### src/rtl/mult_ctrl_pkg.sv
// mult_ctrl_pkg: shared state encodings and sizing constants for the shift-add multiplier
package mult_ctrl_pkg;

    typedef enum logic [2:0] {
        IDLE  = 3'd0,
        LOAD  = 3'd1,
        TEST  = 3'd2,
        SHIFT = 3'd3,
        DONE  = 3'd4
    } state_t;

    localparam int N_DEF = 4;
    localparam int ACC_W = N_DEF * 2 + 1;

endpackage

### src/rtl/mult_step_counter.sv
// mult_step_counter: counts shift steps of one product and flags the final step
module mult_step_counter #(
    parameter int N     = 4,
    parameter int CNT_W = 3
) (
    input  logic clk,
    input  logic rst_n,
    input  logic clr,
    input  logic en,
    output logic last
);

    logic [CNT_W-1:0] count;

    // wraps to zero on the final step so the next product starts clean
    always_ff @(posedge clk or negedge rst_n) begin
        if (!rst_n)
            count <= '0;
        else if (clr || (en && last))
            count <= '0;
        else if (en)
            count <= count + 1'b1;
    end

    assign last = (count == CNT_W'(N - 1));

endmodule

### src/rtl/mult_ctrl.sv
// mult_ctrl: shift-add multiplier control FSM; MULT_CTRL_ACK_EN adds an Ack handshake in DONE
module mult_ctrl
    import mult_ctrl_pkg::*;
#(
    parameter int N = N_DEF
) (
    input  logic clk,
    input  logic rst_n,
    input  logic start,
    input  logic m,
`ifdef MULT_CTRL_ACK_EN
    input  logic ack,
`endif
    output logic load,
    output logic ad,
    output logic sh,
    output logic busy,
    output logic done
);

    localparam int CNT_W = $clog2(N + 1);

    state_t state;
    logic   last;

    mult_step_counter #(.N(N), .CNT_W(CNT_W)) u_cnt (
        .clk   (clk),
        .rst_n (rst_n),
        .clr   (state == IDLE),
        .en    (sh),
        .last  (last)
    );

    // state register and next-state selection
    always_ff @(posedge clk or negedge rst_n) begin
        if (!rst_n)
            state <= IDLE;
        else
            case (state)
                IDLE:    state <= start ? LOAD : IDLE;
                LOAD:    state <= TEST;
                TEST:    state <= m ? SHIFT : (last ? DONE : TEST);
                SHIFT:   state <= last ? DONE : TEST;
`ifdef MULT_CTRL_ACK_EN
                DONE:    state <= ack ? IDLE : DONE;
`else
                DONE:    state <= IDLE;
`endif
                default: state <= IDLE;
            endcase
    end

    // strobes decode from the state register; only TEST looks at m
    always_comb begin
        load = (state == LOAD);
        ad   = (state == TEST) && m;
        sh   = ((state == TEST) && !m) || (state == SHIFT);
        busy = (state != IDLE);
        done = (state == DONE);
    end

endmodule
### config.mk
export PLATFORM = sky130hd
export DESIGN_NAME = mult_ctrl
export DESIGN_NICKNAME = d
export VERILOG_FILES = /design/src/rtl/mult_ctrl_pkg.sv /design/src/rtl/mult_step_counter.sv /design/src/rtl/mult_ctrl.sv
export SDC_FILE = /design/constraint.sdc
export NUM_CORES = 1
export LEC_CHECK = 0
export CAP_MARGIN = 20
export CORE_AREA = 8 8 45 47
export DETAILED_ROUTE_END_ITERATION = 8
export DIE_AREA = 0 0 53 55
export SYNTH_ARGS = -nofsm -noshare
export SYNTH_HDL_FRONTEND = slang
export SYNTH_HIERARCHICAL = 1
export SYNTH_SLANG_ARGS = --single-unit
### constraint.sdc
create_clock -name clk -period 1.18 [get_ports clk]
set_input_delay 0.354 -clock clk [delete_from_list [all_inputs] [get_ports clk]]
set_output_delay 0.354 -clock clk [all_outputs]
set_load 0.1 [all_outputs]
# Yosys cells after proc, flatten, opt, wreduce, memory -nomap -nowiden
# Cells that the tools add are included.
# op_classes
n_reduce_logical,9
n_addsub,1
mux,6
n_eq_ne,5
# ops
op,n
2-to-1 mux 3 bit,4
case mux 3 bit (4 select lines),1
"equality test 3 x 2 -> 1 bit, second input constant",3
"adder 3 x 1 -> 3 bit, second input constant",1
"equality test 3 x 1 -> 1 bit, second input constant",1
"equality test 3 bit, second input constant",1
logical AND 1 bit,3
zero test 3 bit,1
nonzero test 3 bit,1
logical OR 1 bit,2
nonzero test 2 bit,1
zero test 1 bit,1
2-to-1 mux 1 bit,1
# totals
elab_cells,23
regBits,6
input_bits,4
output_inout_bits,5

# Depth between registers and ports, before layout
# Gate-level depths: netlist of run 1.
# logic_depth
word_depth,6
mapped_depth,5
mapped_depth_nobuf,4

# Modules after synthesis
# Netlist of run 1, hierarchy kept.
# by_module_without_submodules
mod,cells_per_inst,seq_area_each_um2,n_inst,area_each_um2
mult_ctrl,16,75.1,1,185.2
mult_step_counter,14,75.1,1,160.2

# Worst setup path before layout of run 1
# Ideal clock, no wire load.
# synth_path
path_type,flip-flop to output port
start,reg state[0]
end,out ad
slack_ns,-1.921
required_time_ns,0.826
n_path_buf,0
path_stages_with_launch,3
t_arrival_ns,2.747
cell_sequence,dfrtp_1 -> nand2b_4 -> nor3b_1
# synth_via
elab_chain_cells,2
# synth_rtl
item,line,source
start: declaration,mult_ctrl.sv:23,state_t state;
start signal: assignment,mult_ctrl.sv:40,IDLE: state <= start ? LOAD : IDLE;
start signal: assignment,mult_ctrl.sv:42,TEST: state <= m ? SHIFT : (last ? DONE : TEST);
start signal: assignment,mult_ctrl.sv:43,SHIFT: state <= last ? DONE : TEST;
equality test 3 x 2 -> 1 bit,mult_ctrl.sv:56,ad = (state == TEST) && m;
logical AND 1 bit,mult_ctrl.sv:56,
end: declaration,mult_ctrl.sv:15,"output logic ad,"
# No other way between the ends.

# Worst setup path in the final report of run 1
# layout_path
start,reg state[1]
end,out busy
# layout_via
elab_chain_cells,1
# layout_rtl
item,line,source
nonzero test 3 bit,mult_ctrl.sv:58,busy = (state != IDLE);
end: declaration,mult_ctrl.sv:17,"output logic busy,"
# No other way between the ends.

==> results of run 1 <==
[flip-flops by register name (all words and copies together) (netlist names)]
signal and flops:
state 3, u_cnt/count 3
[cell usage in the layout, fill, tap and decap left out, types with 2 or more instances in the layout]
master           n
a22o_1           2
buf_12           5
buf_4            7
buf_6            3
clkbuf_4         3
clkdlybuf4s50_1  2
dfrtp_1          4
dfrtp_2          2
inv_1            2
nor2_1           3
nor3b_4          2
[area by class of cell]
cell class / instances / area (sq um) / share of cell area (%)
clock buffer: 4 / 26.28 / 4.167
inverter: 3 / 13.76 / 2.183
multi-input combinational: 20 / 202.7 / 32.14
sequential: 6 / 152.6 / 24.21
tap: 16 / 20.02 / 3.175
timing repair buffer: 18 / 215.2 / 34.13
[critical path: cells and delay by family, from the launching register on]
kind / cells / cell delay (ns)
flops: 1 / 0.44
buf+inv: 1 / 0.18
simple gates: 1 / 0.40
[routing by layer]
layer  track usage [%]  vias up  wire length [um]
met2             10.16        9               391
met4             6.466        0                 0
met1             5.982      134               316
met3             2.406        0                72
met5                 0        -                 0
li1                  -      153                 -
[metrics by stage]
stage / setup WS (ns) / hold slack, ns / total power (uW)
after floorplan: -0.5573 / 0.05841 / 1097
after global placement: -0.5578 / 0.4631 / 1458
after detailed placement: -0.5560 / 0.4674 / 1476
after CTS: -0.4502 / 0.3493 / 1763
after global routing: -0.4741 / 0.3667 / 1905
final: -0.4366 / 0.3562 / 1789
[worst paths after layout]
path	to	slack (ns)	cells after the start
max in group asynchronous	state[1]$_DFF_PN0_	0.59	1
max reg2reg	u_cnt/count[0]$_DFFE_PN0P_	-0.34	6
min	state[0]$_DFF_PN0_	0.36	1
min in group clk	state[0]$_DFF_PN0_	0.48	1
max	busy	-0.44	2
min reg2reg	state[0]$_DFF_PN0_	0.48	1
[what timing repair did]
action,CTS,global route
cloned,0,0
gates resized for setup,7,1
endpoints found under the setup margin,10,9
pin swaps,4,3
setup buffers,2,2
[power breakdown]
group | internal (uW) | switching, uW
Combinational | 592 | 652
Sequential | 285 | 64.3
Clock | 128 | 68.2
[kinds of logic after synthesis]
family | count (synthesis) | share of synthesized area [%]
AO/OA/AOI/OAI | 4 | 10.51
adder cells (fa/ha/maj) | 2 | 7.245
buffers and inverters | 4 | 6.521
flip-flops | 6 | 43.48
multiplexers | 1 | 2.899
AND/OR/NAND/NOR | 13 | 29.34
==> impl_metrics.env, run 1 <==
export IMPL_status="finished, violations left"
export IMPL_violations="negative setup slack"
export IMPL_port_buffers=8
export IMPL_clock_skew_ns=0.007398
export IMPL_cp_slowest_cell="dfrtp_2"
export IMPL_setup_ws_ns=-0.4366
export IMPL_dp_hpwl_um=613.3
export IMPL_initial_core_util_pct=24.95
export IMPL_final_util_pct=45.57
export IMPL_syn_area_sq_um=345.3
export IMPL_fin_crit_ns=1.617
export IMPL_synthDistinctLibCells=18
export IMPL_cts_tree="done"
export IMPL_antenna_cells=0
export IMPL_final_area_sq_um=630.6
export IMPL_setup_violations=8
export IMPL_cts_root_buffer="clkbuf_4"
export IMPL_die_h_um=55
export IMPL_final_hold_viol_count=0
export IMPL_drt_vias_per_instance=4.418
export IMPL_drt_iter0_markers=7
export IMPL_grt_max_degree=8
export IMPL_startpoint_type="register"
export IMPL_fmax_ghz=0.6186
export IMPL_yosysTopAreaCell="dfrtp_1"
export IMPL_arrival_ns=1.26
export IMPL_worst_setup_path_end_kind="output pin"
export IMPL_worst_slew_pin_slew_ns=0.2817
export IMPL_vdd_drop_max_uv=1023
export IMPL_rsz0062_at_grt="true"
export IMPL_min_period_over_period_pct=137.0
export IMPL_hold_buffers=0
export IMPL_fillers=142
export IMPL_yosysSeqAreaShare_pct=43.48
export IMPL_slowest_delay_ns=0.44
export IMPL_p_per_area_nw_per_um2=2836
export IMPL_synth_edf_count=0
export IMPL_core_area_sq_um=1384
export IMPL_slew_violations=0
export IMPL_netlist_top_cells_area="dfrtp_1 43%, ha_1 7.2%, a22o_1 5.1%"
export IMPL_yosysWarningCount=6
export IMPL_gp_congestion=0.6497
export IMPL_clk_pin_slew_worst_paths_ns=0.05
export IMPL_area_growth_pct=82.61
export IMPL_wl_um=780
export IMPL_r2r_start="state[1]$_DFF_PN0_"
export IMPL_synthFlopType="dfrtp_1"
export IMPL_critPathKind="register to output pin"
export IMPL_ant_nets=0
export IMPL_startpoint="state[1]$_DFF_PN0_"
export IMPL_clock_path_buffers=2
export IMPL_cts_sinks=6
export IMPL_rows=14
export IMPL_dieArea_sq_um=2915
export IMPL_worst_ep_required_time_ns=0.83
export IMPL_final_layout_size_suffix_gt1_share_pct=60.78
export IMPL_postPlaceCellArea_sq_um=555.5
export IMPL_drt_drc_violations_left=0
export IMPL_antenna_found_initial=0
export IMPL_synthCells=30
export IMPL_grt_pass1_wl_um=1290
export IMPL_final_setup_tns_ns=-2.996
export IMPL_vias=296
export IMPL_numCtsBuffers=3
export IMPL_relSlewSlack_pct=81.16
export IMPL_grt_overflow=0
export IMPL_path_cells="or3_4 > buf_12"
export IMPL_hp_class="input port to async pin"
export IMPL_num_io_pins=9
export IMPL_p_leak_uw=0.0002913
export IMPL_synth_commonest_cells="6 x dfrtp_1, 4 x nor2_1"
export IMPL_async_reset_ff_share_pct=100.0
export IMPL_dr_pass1_iters=3
export IMPL_grt_usage_pct=6.305
export IMPL_yosysMostFrequentCell="dfrtp_1"
export IMPL_clk_latency_ns=0.24
export IMPL_dp_cells=59
export IMPL_num_nets_final=58
export IMPL_die_w_um=53
export IMPL_critPathMaxFanout=7
export IMPL_stdcell_count=67
export IMPL_syn_num_nets=36
export IMPL_h_tree_depth=1
export IMPL_max_cap_violations=0
export IMPL_wl_per_cell_um=11.64
export IMPL_synth_top_area_share_pct=43.48
export IMPL_synth_seq_cells=6
export IMPL_grt_pass1_vias=304
export IMPL_post_synth_cell_area_avg_sq_um=11.51
Power figures use the tool's default switching activity.
==> run 2, diff against run 1 <==
--- a/config.mk
+++ b/config.mk
@@ -13,3 +13,4 @@
 export SYNTH_HDL_FRONTEND = slang
 export SYNTH_HIERARCHICAL = 1
 export SYNTH_SLANG_ARGS = --single-unit
+export TNS_END_PERCENT = 10
==> run 2 against run 1 <==
The run still ends with negative setup slack left. Sequential power about the same. Total power decreased by 4.3%. Worst setup slack got worse by 0.026 ns. Die area unchanged. Clock power about the same. Critical path depth unchanged. Via count decreased by 5.1%. Clock skew increased by 0.0016 ns. Final cell count decreased by 6.0%. Core utilization decreased by 2.5 points. Combinational power decreased by 6%. Critical path type unchanged. Largest power group unchanged.
==> impl_metrics.env, run 2 (synthesis results as in run 1) <==
export IMPL_cts_tree="done"
export IMPL_fmax_ghz=0.6087
export IMPL_dp_hpwl_um=596.8
export IMPL_cp_slowest_cell="dfrtp_2"
export IMPL_drt_iter0_markers=2
export IMPL_core_area_sq_um=1384
export IMPL_min_period_over_period_pct=139.2
export IMPL_multiInputGateArea_sq_um=205.2
export IMPL_final_common_cell="buf_4"
export IMPL_clock_skew_ns=0.008975
export IMPL_regArea_sq_um=152.6
export IMPL_critPathKind="register to output pin"
export IMPL_worst_ep_required_time_ns=0.83
export IMPL_grt_usage_pct=6.648
export IMPL_final_layout_size_suffix_gt1_share_pct=63.83
export IMPL_clock_path_buffers=2
export IMPL_path_cells="or3_4 > buf_12"
export IMPL_num_nets_final=55
export IMPL_antenna_cells=0
export IMPL_fin_crit_ns=1.643
export IMPL_grt_pass1_wl_um=1324
export IMPL_setup_ws_ns=-0.4628
export IMPL_max_cap_violations=0
export IMPL_port_buffers=8
export IMPL_wl_um=774
export IMPL_hp_class="input port to async pin"
export IMPL_dr_pass1_iters=3
export IMPL_p_sw_share_pct=45.78
export IMPL_stdcell_count=63
export IMPL_whs_ns=0.3480
export IMPL_p_comb_share_pct=68.0
export IMPL_rows=14
export IMPL_num_io_pins=9
export IMPL_drt_drc_violations_left=0
export IMPL_arrival_ns=1.29
export IMPL_drt_vias_per_instance=4.460
export IMPL_slowest_delay_ns=0.43
export IMPL_wl_per_cell_um=12.29
export IMPL_gp_congestion=0.6944
export IMPL_setup_violations=8
export IMPL_dieArea_sq_um=2915
export IMPL_rsz0062_at_grt="true"
export IMPL_fillers=136
export IMPL_worst_slew_pin_slew_ns=0.2945
export IMPL_critPathMaxFanout=5
export IMPL_ant_nets=0
export IMPL_violations="negative setup slack"
export IMPL_cell_internal_pwr_uw=928.0
export IMPL_final_cell_mix="7 x buf_4, 5 x buf_12, 4 x dfrtp_1, 3 x clkbuf_4"
export IMPL_final_hold_viol_count=0
export IMPL_reg_largest_list="state: 3 flops, u_cnt/count: 3 flops"
export IMPL_clkPwrFrac_pct=11.4
export IMPL_cts_root_buffer="clkbuf_4"
export IMPL_relSlewSlack_pct=80.31
export IMPL_h_tree_depth=1
export IMPL_p_per_area_nw_per_um2=2874
export IMPL_p_leak_uw=0.0002725
export IMPL_grt_pass1_vias=311
export IMPL_status="finished, violations left"
export IMPL_vias=281
export IMPL_antenna_found_initial=0
export IMPL_dp_cells=59
export IMPL_hold_buffers=0
export IMPL_startpoint_type="register"
export IMPL_clk_pin_slew_worst_paths_ns=0.05
export IMPL_grt_max_degree=7
export IMPL_cts_sinks=6
export IMPL_vdd_drop_max_uv=966.8
export IMPL_power_frac_seq_pct=20.6
export IMPL_clk_latency_ns=0.25
export IMPL_numCtsBuffers=3
export IMPL_slew_violations=0
export IMPL_die_h_um=55
export IMPL_initial_core_util_pct=24.95
export IMPL_area_growth_pct=72.46
export IMPL_worst_setup_path_end_kind="output pin"
export IMPL_switchingPower_uw=783.7
export IMPL_die_w_um=53
export IMPL_grt_overflow=0
[run 2: changes by cell type in the layout (fill, tap and decap cells not counted)]
| cell | before | now |
|---|---|---|
| inv_2 | 0 | 1 |
| clkbuf_1 | 1 | 0 |
| nor2_1 | 3 | 2 |
| inv_1 | 2 | 1 |
| buf_6 | 3 | 0 |
| nor2_2 | 1 | 2 |
[run 2: path summary, 6_finish.rpt]
| path | from | endpoint | slack [ns] | cells past startpoint |
|---|---|---|---|---|
| setup reg to reg | state[1]$_DFF_PN0_ | u_cnt/count[1]$_DFFE_PN0P_ | -0.15 | 4 |
| hold / removal | rst_n | u_cnt/count[2]$_DFFE_PN0P_ | 0.35 | 1 |
| hold reg to reg | u_cnt/count[1]$_DFFE_PN0P_ | u_cnt/count[1]$_DFFE_PN0P_ | 0.50 | 1 |
| min in group clk | u_cnt/count[1]$_DFFE_PN0P_ | u_cnt/count[1]$_DFFE_PN0P_ | 0.50 | 1 |
| max in group asynchronous | rst_n | state[0]$_DFF_PN0_ | 0.58 | 1 |
| setup / recovery | state[1]$_DFF_PN0_ | busy | -0.46 | 2 |
[run 2: cell type report]
class	count	area share, %
well taps	16	3.361
inverters	3	2.311
multi-input cells	20	34.45
flip-flops and latches	6	25.63
clock buffers	3	3.782
repair buffers	15	30.46
[run 2: metrics by stage]
stage / power [uW] / worst slack [ns] / area, sq um / util, % / TNS (ns)
after global placement: 1452 / -0.5552 / 551.8 / 39.87 / -3.689
final: 1712 / -0.4628 / 595.6 / 43.04 / -2.501
after detailed placement: 1470 / -0.5568 / 551.8 / 39.87 / -3.738
after global routing: 1820 / -0.5061 / 595.6 / 43.04 / -2.858
after CTS: 1701 / -0.4633 / 584.3 / 42.22 / -2.645
after floorplan: 1092 / -0.5573 / 367.9 / - / -3.146
[run 2: what timing repair did]
action / in CTS / in global routing
endpoints found under the setup margin: 8 / 10
setup buffers: 1 / 0
resized for setup: 3 / 6
hold endpoints to repair: 0 / 0
pin swaps: 1 / 5
[run 2: worst max-delay path, delay by kind of cell, from the launching register on]
family                 cells  cell delay (ns)
flip-flops                 1             0.43
buffers and inverters      1             0.18
AND/OR/NAND/NOR            1             0.42
[run 2: power groups by stage]
stage                     registers (uW)  logic, uW  clock network [uW]
after floorplan                      336        756                   0
after global placement               351       1100                   0
after detailed placement             353       1120                   0
after CTS                            346       1150                 208
after global routing                 366       1240                 214
final                                352       1160                 196
[run 2: per-layer routing]
| metal | global-route usage [%] | vias up | part of all wire (%) |
|---|---|---|---|
| met4 | 2.586 | 0 | 0.52 |
| met1 | 6.790 | 130 | 43 |
| li1 | - | 142 | - |
| met5 | 0 | - | 0 |
| met3 | 5.615 | 2 | 8.9 |
| met2 | 9.766 | 7 | 48 |
==> run 3, diff against run 2 <==
--- a/config.mk
+++ b/config.mk
@@ -9,6 +9,7 @@
 export CORE_AREA = 8 8 45 47
 export DETAILED_ROUTE_END_ITERATION = 8
 export DIE_AREA = 0 0 53 55
+export GPL_ROUTABILITY_DRIVEN = 1
 export SYNTH_ARGS = -nofsm -noshare
 export SYNTH_HDL_FRONTEND = slang
 export SYNTH_HIERARCHICAL = 1
==> results of run 3 <==
Final layout, timing and power as in run 2 (identical DEF).
